[src/rtl/ether_pkg.sv]
// Shared constants, state type and CRC-32 helper for the RMII receive/transmit paths.
package ether_pkg;

  localparam logic [31:0] CRC_POLY_REFL = 32'hEDB8_8320;
  localparam logic [31:0] CRC_INIT      = 32'hFFFF_FFFF;
  // Running CRC over data plus a correct FCS (no final XOR) lands on this value.
  localparam logic [31:0] CRC_RESIDUE   = 32'hDEBB_20E3;

  typedef enum logic {IDLE, RECV} ebytes_state_t;

  // Reflected CRC-32 advanced by one dibit, bit 0 of the dibit first.
  function automatic logic [31:0] crc32_dibit(input logic [31:0] crc, input logic [1:0] dibit);
    logic [31:0] c;
    c = crc;
    for (int i = 0; i < 2; i++) begin
      if (c[0] ^ dibit[i]) begin
        c = (c >> 1) ^ CRC_POLY_REFL;
      end else begin
        c = c >> 1;
      end
    end
    return c;
  endfunction

endpackage

[src/rtl/ether_bytes_if.sv]
// Dibit input stream from the preamble/SFD stripper plus the byte and frame status outputs.
interface ether_bytes_if #(
  parameter int unsigned CNT_W = 16
);

  logic             axiiv;
  logic [1:0]       axiid;
  logic             axiov;
  logic [7:0]       axiod;
  logic             frame_done;
  logic             crc_ok;
  logic             align_err;
  logic             runt;
  logic [CNT_W-1:0] byte_count;

  // Upstream side: drives dibits, observes bytes and status.
  modport master (
    output axiiv,
    output axiid,
    input  axiov,
    input  axiod,
    input  frame_done,
    input  crc_ok,
    input  align_err,
    input  runt,
    input  byte_count
  );

  // Byte packer side.
  modport slave (
    input  axiiv,
    input  axiid,
    output axiov,
    output axiod,
    output frame_done,
    output crc_ok,
    output align_err,
    output runt,
    output byte_count
  );

endinterface

[src/rtl/crc32_rmii.sv]
// CRC-32 register advanced one dibit per enabled cycle; init restarts from CRC_INIT.
module crc32_rmii
  import ether_pkg::*;
(
  input  logic        clk,
  input  logic        rst,
  input  logic        init,
  input  logic        en,
  input  logic [1:0]  dibit,
  output logic [31:0] crc
);

  logic [31:0] r_crc;

  // CRC state: on init the current dibit is folded into a fresh CRC_INIT.
  always_ff @(posedge clk) begin
    if (rst) begin
      r_crc <= CRC_INIT;
    end else if (en) begin
      r_crc <= crc32_dibit(init ? CRC_INIT : r_crc, dibit);
    end
  end

  assign crc = r_crc;

endmodule

[src/rtl/ether_bytes.sv]
// Packs the post-SFD RMII dibit stream into bytes (LSB dibit first), checks the FCS
// residue and reports per-frame status one cycle after the stream drops.
module ether_bytes
  import ether_pkg::*;
#(
  parameter int unsigned CNT_W   = 16,
  parameter int unsigned MIN_LEN = 64
) (
  input logic          clk,
  input logic          rst,
  ether_bytes_if.slave bus
);

  ebytes_state_t    r_state, w_state_d;
  logic [1:0]       r_idx, w_idx_d;
  // Only the three most recent dibits need keeping; the fourth arrives on the input.
  logic [5:0]       r_sr, w_sr_d;
  logic [CNT_W-1:0] r_count, w_count_d;
  logic             r_axiov, w_axiov_d;
  logic [7:0]       r_axiod, w_axiod_d;
  logic             r_done, w_done_d;
  logic             r_crc_ok, w_crc_ok_d;
  logic             r_align, w_align_d;
  logic             r_runt, w_runt_d;

  logic             w_crc_init;
  logic             w_crc_en;
  logic [31:0]      w_crc;

  crc32_rmii u_crc (
    .clk   (clk),
    .rst   (rst),
    .init  (w_crc_init),
    .en    (w_crc_en),
    .dibit (bus.axiid),
    .crc   (w_crc)
  );

  // Next-state logic: frame start, dibit packing, byte emission and end-of-frame status.
  always_comb begin
    w_state_d  = r_state;
    w_idx_d    = r_idx;
    w_sr_d     = r_sr;
    w_count_d  = r_count;
    w_axiov_d  = 1'b0;
    w_axiod_d  = r_axiod;
    w_done_d   = 1'b0;
    w_crc_ok_d = r_crc_ok;
    w_align_d  = r_align;
    w_runt_d   = r_runt;
    w_crc_init = 1'b0;
    w_crc_en   = 1'b0;

    unique case (r_state)
      IDLE: begin
        // Also covers the frame_done cycle of a preceding frame, so back-to-back
        // frames lose no dibits.
        if (bus.axiiv) begin
          w_state_d  = RECV;
          w_idx_d    = 2'd1;
          w_sr_d     = {bus.axiid, r_sr[5:2]};
          w_count_d  = '0;
          w_crc_init = 1'b1;
          w_crc_en   = 1'b1;
        end
      end
      RECV: begin
        if (bus.axiiv) begin
          w_sr_d   = {bus.axiid, r_sr[5:2]};
          w_idx_d  = r_idx + 2'd1;
          w_crc_en = 1'b1;
          if (r_idx == 2'd3) begin
            w_axiov_d = 1'b1;
            w_axiod_d = {bus.axiid, r_sr};
            if (r_count != '1) begin
              w_count_d = r_count + CNT_W'(1);
            end
          end
        end else begin
          // First idle cycle: count and CRC already include the last whole byte.
          w_state_d  = IDLE;
          w_done_d   = 1'b1;
          w_align_d  = (r_idx != 2'd0);
          w_crc_ok_d = (w_crc == CRC_RESIDUE) && (r_idx == 2'd0);
          w_runt_d   = (r_count < CNT_W'(MIN_LEN));
        end
      end
      default: begin
        w_state_d = IDLE;
      end
    endcase
  end

  // State and output registers; reset abandons any frame in progress.
  always_ff @(posedge clk) begin
    if (rst) begin
      r_state  <= IDLE;
      r_idx    <= 2'd0;
      r_sr     <= '0;
      r_count  <= '0;
      r_axiov  <= 1'b0;
      r_axiod  <= '0;
      r_done   <= 1'b0;
      r_crc_ok <= 1'b0;
      r_align  <= 1'b0;
      r_runt   <= 1'b0;
    end else begin
      r_state  <= w_state_d;
      r_idx    <= w_idx_d;
      r_sr     <= w_sr_d;
      r_count  <= w_count_d;
      r_axiov  <= w_axiov_d;
      r_axiod  <= w_axiod_d;
      r_done   <= w_done_d;
      r_crc_ok <= w_crc_ok_d;
      r_align  <= w_align_d;
      r_runt   <= w_runt_d;
    end
  end

  assign bus.axiov      = r_axiov;
  assign bus.axiod      = r_axiod;
  assign bus.frame_done = r_done;
  assign bus.crc_ok     = r_crc_ok;
  assign bus.align_err  = r_align;
  assign bus.runt       = r_runt;
  assign bus.byte_count = r_count;

endmodule

[src/flat_wrapper.sv]
// flat-port wrapper written by rule: the top's interface ports become plain ports
module ether_bytes_flat import ether_pkg::*;
#(
  parameter int unsigned CNT_W   = 16,
  parameter int unsigned MIN_LEN = 64
)
  (clk, rst, bus_axiiv, bus_axiid, bus_axiov, bus_axiod, bus_frame_done, bus_crc_ok, bus_align_err, bus_runt, bus_byte_count);
  ether_bytes_if #(.CNT_W(CNT_W)) bus_i ();
  input logic clk;
  input logic rst;
  input wire logic [$bits(bus_i.axiiv)-1:0] bus_axiiv;
  input wire logic [$bits(bus_i.axiid)-1:0] bus_axiid;
  output wire logic [$bits(bus_i.axiov)-1:0] bus_axiov;
  output wire logic [$bits(bus_i.axiod)-1:0] bus_axiod;
  output wire logic [$bits(bus_i.frame_done)-1:0] bus_frame_done;
  output wire logic [$bits(bus_i.crc_ok)-1:0] bus_crc_ok;
  output wire logic [$bits(bus_i.align_err)-1:0] bus_align_err;
  output wire logic [$bits(bus_i.runt)-1:0] bus_runt;
  output wire logic [$bits(bus_i.byte_count)-1:0] bus_byte_count;
  assign bus_i.axiiv = bus_axiiv;
  assign bus_i.axiid = bus_axiid;
  assign bus_axiov = bus_i.axiov;
  assign bus_axiod = bus_i.axiod;
  assign bus_frame_done = bus_i.frame_done;
  assign bus_crc_ok = bus_i.crc_ok;
  assign bus_align_err = bus_i.align_err;
  assign bus_runt = bus_i.runt;
  assign bus_byte_count = bus_i.byte_count;
  ether_bytes #(.CNT_W(CNT_W), .MIN_LEN(MIN_LEN)) u_core (.clk(clk), .rst(rst), .bus(bus_i));
endmodule
[config.mk]
export PLATFORM = sky130hd
export DESIGN_NAME = ether_bytes_flat
export DESIGN_NICKNAME = d
export VERILOG_FILES = /design/src/rtl/ether_pkg.sv /design/src/rtl/ether_bytes_if.sv /design/src/rtl/crc32_rmii.sv /design/src/rtl/ether_bytes.sv /design/src/flat_wrapper.sv
export SDC_FILE = /design/constraint.sdc
export NUM_CORES = 1
export LEC_CHECK = 0
export ABC_AREA = 1
export CORE_AREA = 3 3 99 101
export DETAILED_ROUTE_END_ITERATION = 8
export DIE_AREA = 0 0 102 104
export GPL_ROUTABILITY_DRIVEN = 1
export PLACE_DENSITY_LB_ADDON = 0.25
export SLEW_MARGIN = 20
export SYNTH_ARGS = -nofsm -noshare
export SYNTH_HDL_FRONTEND = slang
export SYNTH_HIERARCHICAL = 1
export SYNTH_SLANG_ARGS = --single-unit
[constraint.sdc]
create_clock -name clk -period 4.91 [get_ports clk]
set_clock_uncertainty 0.05 [all_clocks]
set_input_delay 0.982 -clock clk [delete_from_list [all_inputs] [get_ports clk]]
set_output_delay 0.982 -clock clk [all_outputs]
set_load 0.005 [all_outputs]
==> impl_metrics.json, run 1 <==
{
  "reg2reg_to": "u_core/u_crc/crc[15]",
  "tns_ns": 0,
  "path_depth": 5,
  "cts_buffer_depth": 2,
  "critPathCaptureType": "register",
  "via_per_inst": 4.98,
  "tightest_slew_ns": 0.978,
  "cts_made_buffers": 9,
  "cts-root-buf": "clkbuf_8",
  "start_util_pct": 39.5,
  "holdCritPathClass": "register to register",
  "avgSynthCellArea_um2": 6.78,
  "worst_ep_arrival_time_ns": 3.16,
  "postCtsHoldBufs": 0,
  "layout-drive-gt1-share_pct": 8.90,
  "finalMaxSlewViolations": 0,
  "vias": 3354,
  "place.gp.congestion": 0.822,
  "die-area_mm2": 0.0106,
  "fin_area_mm2": 0.00420,
  "cts_resized": 0,
  "cts_tree": "built",
  "crit_path_max_incr_delay_ns": 0.87,
  "grt.total_usage_pct": 16.3,
  "finalCriticalPeriod_ns": 3.00,
  "fin_nets": 565,
  "ys_types": 30,
  "final_common_cell": "nand2_1",
  "fmax_mhz": 333,
  "drt_iter0_markers": 187,
  "grt_pass1_vias": 3068,
  "syn_area_mm2": 0.00360,
  "grt_max_degree": 40,
  "grt_pass1_wl_um": 14200,
  "worst_slack_ns": 1.91,
  "cts.sinks": 70,
  "wl_um": 8200,
  "yosysSeqAreaShare_pct": 38.9,
  "cap_violations": 0,
  "cp.buffers_inverters": 3,
  "die_x_um": 102,
  "syn_to_final_growth_pct": 16.6,
  "hold_ws_ns": 0.416,
  "cpMaxStageDelayCell": "clkinv_1",
  "synth_nets": 539,
  "clk_pin_slew_ns": 0.08,
  "outcome": "finished clean",
  "p_per_area_mw_per_mm2": 304,
  "layout_common_cells": "nand2_1, nor2_1, dfxtp_1",
  "fp.dieH_um": 104,
  "hpwl_um": 5650,
  "numPortBuffers": 33,
  "critPathMaxFanout": 39,
  "synth-seq-cells": 70,
  "drc": 0,
  "period_share_pct": 61.2,
  "ios": 34,
  "antenna_found_initial": 0,
  "holdCritStartpoint": "u_core/bus.runt",
  "cp_top_family": "buffers and inverters",
  "ir_drop_uv": 160,
  "antenna_cells": 0,
  "total_power_uw": 1280,
  "syn_inst": 531,
  "worst-r2r-setup-slack_ns": 2.93,
  "crit_path_cell_trace": "clkdlybuf4s50_1, buf_4, clkinv_1, a21oi_1, o21ai_1",
  "postCtsSetupRepairBufs": 0,
  "drt_pass1_iterations": 5,
  "crit_end": "u_core/u_crc/crc[30]",
  "finalHoldViolCount": 0,
  "coreArea_mm2": 0.00911,
  "reg2regPathDepth": 9,
  "dpl_cell_area_mm2": 0.00397,
  "ys_warn_count": 6,
  "cp.required_ns": 5.07,
  "regToRegStartpoint": "u_core/r_state",
  "rsz0062_at_grt": "no",
  "clkLatencyLatePin_ns": 0.34,
  "leakage_uw": 0.00182,
  "num_rows": 35,
  "htree_levels": 3,
  "route.detailed.wl_per_inst_um": 12.2,
  "crit_type": "primary input to register",
  "crit_path_start_kind": "primary input",
  "slew_headroom_pct": 34.4,
  "place_worst_setup_slack_ns": 1.58,
  "ant_nets": 0,
  "startpoint": "bus_axiiv",
  "grt-ovfl-total": 0,
  "setup-violations-final": 0
}
## state kept, by name, summed over array words and instances, names as in the netlist, 2 cells and up
signal / count
u_core/bus.axiod: 8
u_core/r_idx: 2
u_core/u_crc/crc: 32
u_core/r_sr: 6
u_core/bus.byte_count: 16
## cells by family after synthesis
| family | after synthesis | share of synthesized area, % |
|---|---|---|
| simple gates | 292 | 35.6 |
| compound gates | 88 | 13.9 |
| flops | 70 | 38.9 |
| buf+inv | 69 | 8.38 |
| xor+xnor | 9 | 2.19 |
| fa+ha+maj | 3 | 1.04 |
## per-layer routing
metal  up-vias  track usage [%]  routed length [um]
li1       1767                -                   -
met4         0             6.56                  84
met1      1518             22.8                4070
met5         -                0                   0
met2        63             24.5                3710
met3         6             3.02                 336
## where the power goes
group / switching [uW] / total [uW] / leakage, uW / internal [uW]
clock network: 227 / 515 / 0.000109 / 288
logic: 91.9 / 143 / 0.00113 / 51.2
registers: 22.9 / 617 / 0.000575 / 594
total: 342 / 1280 / 0.00182 / 933
## cell usage after synthesis, drive strengths merged
cell / n / share of area [%]
xnor2: 1 / 0.24
nand4: 5 / 0.87
nand3: 49 / 6.8
a311oi: 1 / 0.24
buf: 9 / 2.1
o211ai: 3 / 0.63
a22oi: 1 / 0.21
o21ai: 42 / 6.9
a21oi: 41 / 5.9
clkinv: 2 / 0.21
ha: 3 / 1.0
nand2: 142 / 16
nor3b: 2 / 0.42
nor4: 2 / 0.35
nor2: 85 / 10
xor2: 8 / 1.9
inv: 45 / 4.7
clkbuf: 13 / 1.4
nor3: 7 / 0.97
dfxtp: 70 / 39
## how the worst min path moves through the flow
stage | to | slack, ns | cells after the start
after floorplan | u_core/r_idx[0] | 0.40 | 1
after global placement | u_core/bus.runt | 0.40 | 2
after detailed placement | u_core/bus.runt | 0.41 | 2
after CTS | u_core/bus.runt | 0.42 | 2
after global routing | u_core/bus.runt | 0.47 | 2
final | u_core/bus.runt | 0.42 | 2
## area by class of cell
class / count / area [um2]
well taps: 111 / 139
clock inverters: 7 / 98.8
fillers: 952 / 4910
inverters: 47 / 176
clock buffers: 9 / 124
multi-input cells: 392 / 1900
flip-flops and latches: 70 / 1400
repair buffers: 37 / 360
## through the flow
step                cells  util, %
floorplan             531        -
global route          673     46.1
finish                673     46.1
CTS                   673     46.1
global placement      657     43.6
detailed placement    657     43.6
## tightest hold or removal path: stages, from the launching register on
cell     delay, ns
dfxtp_1       0.31
nand2_1       0.06
a21oi_1       0.06
Power figures use the tool's default switching activity.
==> run 2, diff against run 1 <==
clock period = 2.44 ns   (was 4.91 ns; I/O delays follow)
==> impl_metrics.json, run 2 (synthesis gave the netlist of run 1 again) <==
{
  "grt-ovfl-total": 0,
  "antenna_found_initial": 0,
  "outcome": "finished clean",
  "critPathMaxFanout": 18,
  "hpwl_um": 5830,
  "seqPwrFrac_pct": 49.3,
  "coreArea_mm2": 0.00911,
  "swShare_pct": 28.9,
  "leakage_uw": 0.00185,
  "worst_slack_ns": 0.503,
  "postCtsHoldBufs": 0,
  "crit_path_start_kind": "register",
  "layout_common_cells": "nand2_1, nor2_1, dfxtp_1",
  "p_per_area_mw_per_mm2": 594,
  "ant_nets": 0,
  "grt_pass1_vias": 3085,
  "tns_ns": 0,
  "slew_headroom_pct": 65.8,
  "cts_tree": "built",
  "die_x_um": 102,
  "vias": 3402,
  "setup-violations-final": 0,
  "layout-drive-gt1-share_pct": 10.0,
  "cap_violations": 0,
  "whs_endpoint": "u_core/bus.runt",
  "rsz0062_at_grt": "no",
  "total_power_uw": 2520,
  "route.detailed.wl_per_inst_um": 12.5,
  "critPathCaptureType": "register",
  "crit_type": "register to register",
  "cpMaxStageDelayCell": "dfxtp_1",
  "worst_ep_arrival_time_ns": 2.12,
  "cts_resized": 0,
  "grt_pass1_wl_um": 14400,
  "finalMaxSlewViolations": 0,
  "place_worst_setup_slack_ns": 0.236,
  "finalHoldViolCount": 0,
  "grt.total_usage_pct": 16.5,
  "fp.dieH_um": 104,
  "hold_ws_ns": 0.415,
  "cts_buffer_depth": 2,
  "cp.required_ns": 2.62,
  "startpoint": "u_core/bus.byte_count[0]",
  "clkLatencyLatePin_ns": 0.35,
  "clk_pin_slew_ns": 0.09,
  "via_per_inst": 5.00,
  "regToRegStartpoint": "u_core/bus.byte_count[0]",
  "crit_path_cell_trace": "ha_1, nand2_1, nor2_4, nand2_4, o21ai_4, nand2_4, a21oi_1, nor2_1",
  "tightest_slew_ns": 0.513,
  "largest_reg_flops": 32,
  "die-area_mm2": 0.0106,
  "place.gp.congestion": 0.831,
  "drc": 0,
  "reg2reg_to": "u_core/bus.byte_count[2]",
  "path_common_cell": "nand2_4",
  "fmax_mhz": 516,
  "clkPwrFrac_pct": 38.8,
  "drt_iter0_markers": 141,
  "start_util_pct": 39.5,
  "finalCriticalPeriod_ns": 1.94,
  "holdCritStartpoint": "u_core/bus.runt",
  "syn_to_final_growth_pct": 17.9,
  "dp_cells": 664,
  "internal_power_uw": 1790,
  "cts_made_buffers": 9,
  "grt_max_degree": 29,
  "cts-root-buf": "clkbuf_8",
  "antenna_cells": 0,
  "min_path_cells": 2,
  "crit_path_max_incr_delay_ns": 0.40,
  "reg2regPathDepth": 8,
  "fin_nets": 572,
  "fillCellCount": 928,
  "worst-r2r-setup-slack_ns": 0.50,
  "ir_drop_uv": 287,
  "switching_power_uw": 727,
  "numPortBuffers": 33,
  "postCtsSetupRepairBufs": 0,
  "wl_um": 8470,
  "holdCritPathClass": "register to register",
  "ios": 34,
  "num_rows": 35,
  "period_share_pct": 79.4,
  "drt_pass1_iterations": 4,
  "combPwrFrac_pct": 11.9,
  "final_common_cell": "nand2_1",
  "layout.cells.non_filler": 680,
  "htree_levels": 3,
  "cts.sinks": 70
}
run 2: metrics by stage:
stage	utilization (%)	instance area, um2
finish	46.6	4240
CTS	46.6	4240
global placement	44.3	4040
floorplan	-	3600
detailed placement	44.3	4040
global route	46.6	4240
run 2: routing by layer:
metal  routed length, um  vias to the layer above  share of wire (%)  GRT usage [%]
met3                 386                        4                4.6           3.02
met1                4100                     1544                 48           22.8
met4                  59                        0               0.70           5.53
met2                3920                       76                 46           25.8
li1                    -                     1778                  -              -
met5                   0                        -                  0              0
run 2: how the worst max path moves through the flow:
stage | endpoint | depth (start not counted) | slack [ns]
2_1_floorplan | u_core/u_crc/crc[29] | 12 | 0.76
3_3_place_gp | u_core/u_crc/crc[15] | 11 | 0.27
3_5_place_dp | u_core/u_crc/crc[9] | 11 | 0.24
4_1_cts | bus_byte_count[6] | 1 | 0.50
5_1_grt | u_core/bus.byte_count[9] | 8 | 0.32
6_report | u_core/bus.byte_count[2] | 8 | 0.50
run 2: final cells by class:
| class | count | area (um2) | share of cell area [%] |
|---|---|---|---|
| inverters | 47 | 176 | 4.16 |
| clock inverters | 7 | 81.3 | 1.92 |
| well taps | 111 | 139 | 3.27 |
| multi-input cells | 392 | 1900 | 44.7 |
| flip-flops and latches | 70 | 1400 | 33.0 |
| clock buffers | 9 | 124 | 2.92 |
| repair buffers | 44 | 425 | 10.0 |
run 2: power by group through the flow:
stage,clock (uW),combinational [uW],sequential (uW)
after floorplan,0,236,1250
after global placement,0,295,1270
after detailed placement,0,300,1270
after CTS,1010,301,1240
after global routing,1060,343,1250
final,977,300,1240
run 2: critical path, delay by kind of cell (launching register included):
kind | cells | cell delay (ns)
compound gates | 2 | 0.52
fa+ha+maj | 1 | 0.21
flops | 1 | 0.40
simple gates | 5 | 0.63
==> run 3, diff against run 2 <==
clock period = 1.9 ns   (was 2.44 ns; I/O delays follow)
==> impl_metrics.json, run 3 (synthesis gave the netlist of run 1 again) <==
{
  "crit_path_cell_trace": "ha_1, nand2_1, nor2_4, nand2_4, o21ai_4, nand2_4, a21oi_1, nor2_1",
  "cts_made_buffers": 9,
  "grt_pass1_vias": 3122,
  "drt_iter0_markers": 131,
  "hpwl_um": 5980,
  "cp.buffers_inverters": 0,
  "outcome": "finished clean",
  "finalHoldViolCount": 0,
  "finalMaxSlewViolations": 0,
  "holdCritPathClass": "register to register",
  "fmax_mhz": 559,
  "clk_pin_slew_ns": 0.07,
  "ios": 34,
  "cts_tree": "built",
  "cap_violations": 0,
  "syn_to_final_growth_pct": 21.0,
  "layout_common_cells": "nand2_1, nor2_1, dfxtp_1",
  "start_util_pct": 39.5,
  "setup-violations-final": 0,
  "antenna_found_initial": 0,
  "drt_pass1_iterations": 5,
  "fillCellCount": 925,
  "cts_buffer_depth": 2,
  "drc": 0,
  "total_power_uw": 3070,
  "fp.dieH_um": 104,
  "period_share_pct": 94.1,
  "layout-drive-gt1-share_pct": 12.6,
  "cpMaxStageDelayCell": "dfxtp_1",
  "critPathMaxFanout": 18,
  "grt_pass1_wl_um": 14500,
  "die_x_um": 102,
  "cts.sinks": 70,
  "fin_nets": 589,
  "crit_path_start_kind": "register",
  "final_common_cell": "nand2_1",
  "grt_max_degree": 28,
  "cp.required_ns": 2.08,
  "crit_type": "register to register",
  "antenna_cells": 0,
  "slew_headroom_pct": 72.9,
  "crit_path_max_incr_delay_ns": 0.40,
  "vias": 3468,
  "wl_um": 8450,
  "via_per_inst": 4.98,
  "route.detailed.wl_per_inst_um": 12.1,
  "num_rows": 35,
  "ant_nets": 0,
  "grt.total_usage_pct": 16.6,
  "p_per_area_mw_per_mm2": 706,
  "leakage_uw": 0.00192,
  "ir_drop_uv": 299,
  "cp_top_family": "simple AND/OR/NAND/NOR gates",
  "path_common_cell": "nand2_4",
  "critPathCaptureType": "register",
  "worst_ep_arrival_time_ns": 1.96,
  "cts-root-buf": "clkbuf_8",
  "coreArea_mm2": 0.00911,
  "tightest_slew_ns": 0.406,
  "die-area_mm2": 0.0106,
  "clkLatencyLatePin_ns": 0.34,
  "grt-ovfl-total": 0,
  "numPortBuffers": 33,
  "largest_reg_flops": 32,
  "place.gp.congestion": 0.795,
  "tns_ns": 0,
  "htree_levels": 3,
  "finalCriticalPeriod_ns": 1.79
}
[run 3: worst paths after layout]
kind,slack [ns],from,endpoint,cells past startpoint
hold / removal,0.41,u_core/bus.runt,u_core/bus.runt,2
hold reg to reg,0.41,u_core/bus.runt,u_core/bus.runt,2
setup reg to reg,0.11,u_core/bus.byte_count[0],u_core/bus.byte_count[2],8
setup / recovery,0.11,u_core/bus.byte_count[0],u_core/bus.byte_count[2],8
[run 3: area by class of cell]
type	count	area (um2)	share of cell area (%)
repair buffers	61	566	13.0
flip-flops and latches	70	1400	32.2
inverters	47	176	4.05
clock buffers	10	128	2.93
clock inverters	6	47.5	1.09
well taps	111	139	3.19
multi-input cells	392	1900	43.6
[run 3: metal layers]
layer | vias up | part of all wire (%) | GRT usage (%) | wire length [um]
met2 | 88 | 46 | 25.8 | 3870
met3 | 10 | 4.1 | 2.41 | 343
li1 | 1810 | - | - | -
met5 | - | 0 | 0 | 0
met1 | 1560 | 49 | 23.1 | 4150
met4 | 0 | 1.1 | 6.00 | 91
[run 3: stage by stage]
stage / instance area [um2] / instances / util (%) / worst slack [ns] / hold slack (ns)
5_1_grt: 4360 / 697 / 47.8 / -0.000962 / 0.454
2_1_floorplan: 3600 / 531 / - / 0.310 / 0.397
4_1_cts: 4340 / 695 / 47.6 / 0.0185 / 0.414
3_5_place_dp: 4160 / 679 / 45.7 / -0.171 / 0.403
6_report: 4360 / 697 / 47.8 / 0.112 / 0.412
3_3_place_gp: 4160 / 679 / 45.7 / -0.129 / 0.402
[run 3: tightest hold or removal path: stages (launching register included)]
cell and delay [ns]:
dfxtp_1 0.31, nand2_1 0.06, a21oi_1 0.05
[run 3: repair_timing]
item | CTS | global route
endpoints found under the setup margin | 0 | 15
gates resized for setup | 0 | 1
hold buffers | 0 | 0
setup buffers | 0 | 2
[run 3: report_power, final]
group	internal, uW	total (uW)	switching [uW]
registers	1540	1590	59.2
logic	163	408	245
clock network	483	1070	589
total	2180	3070	893
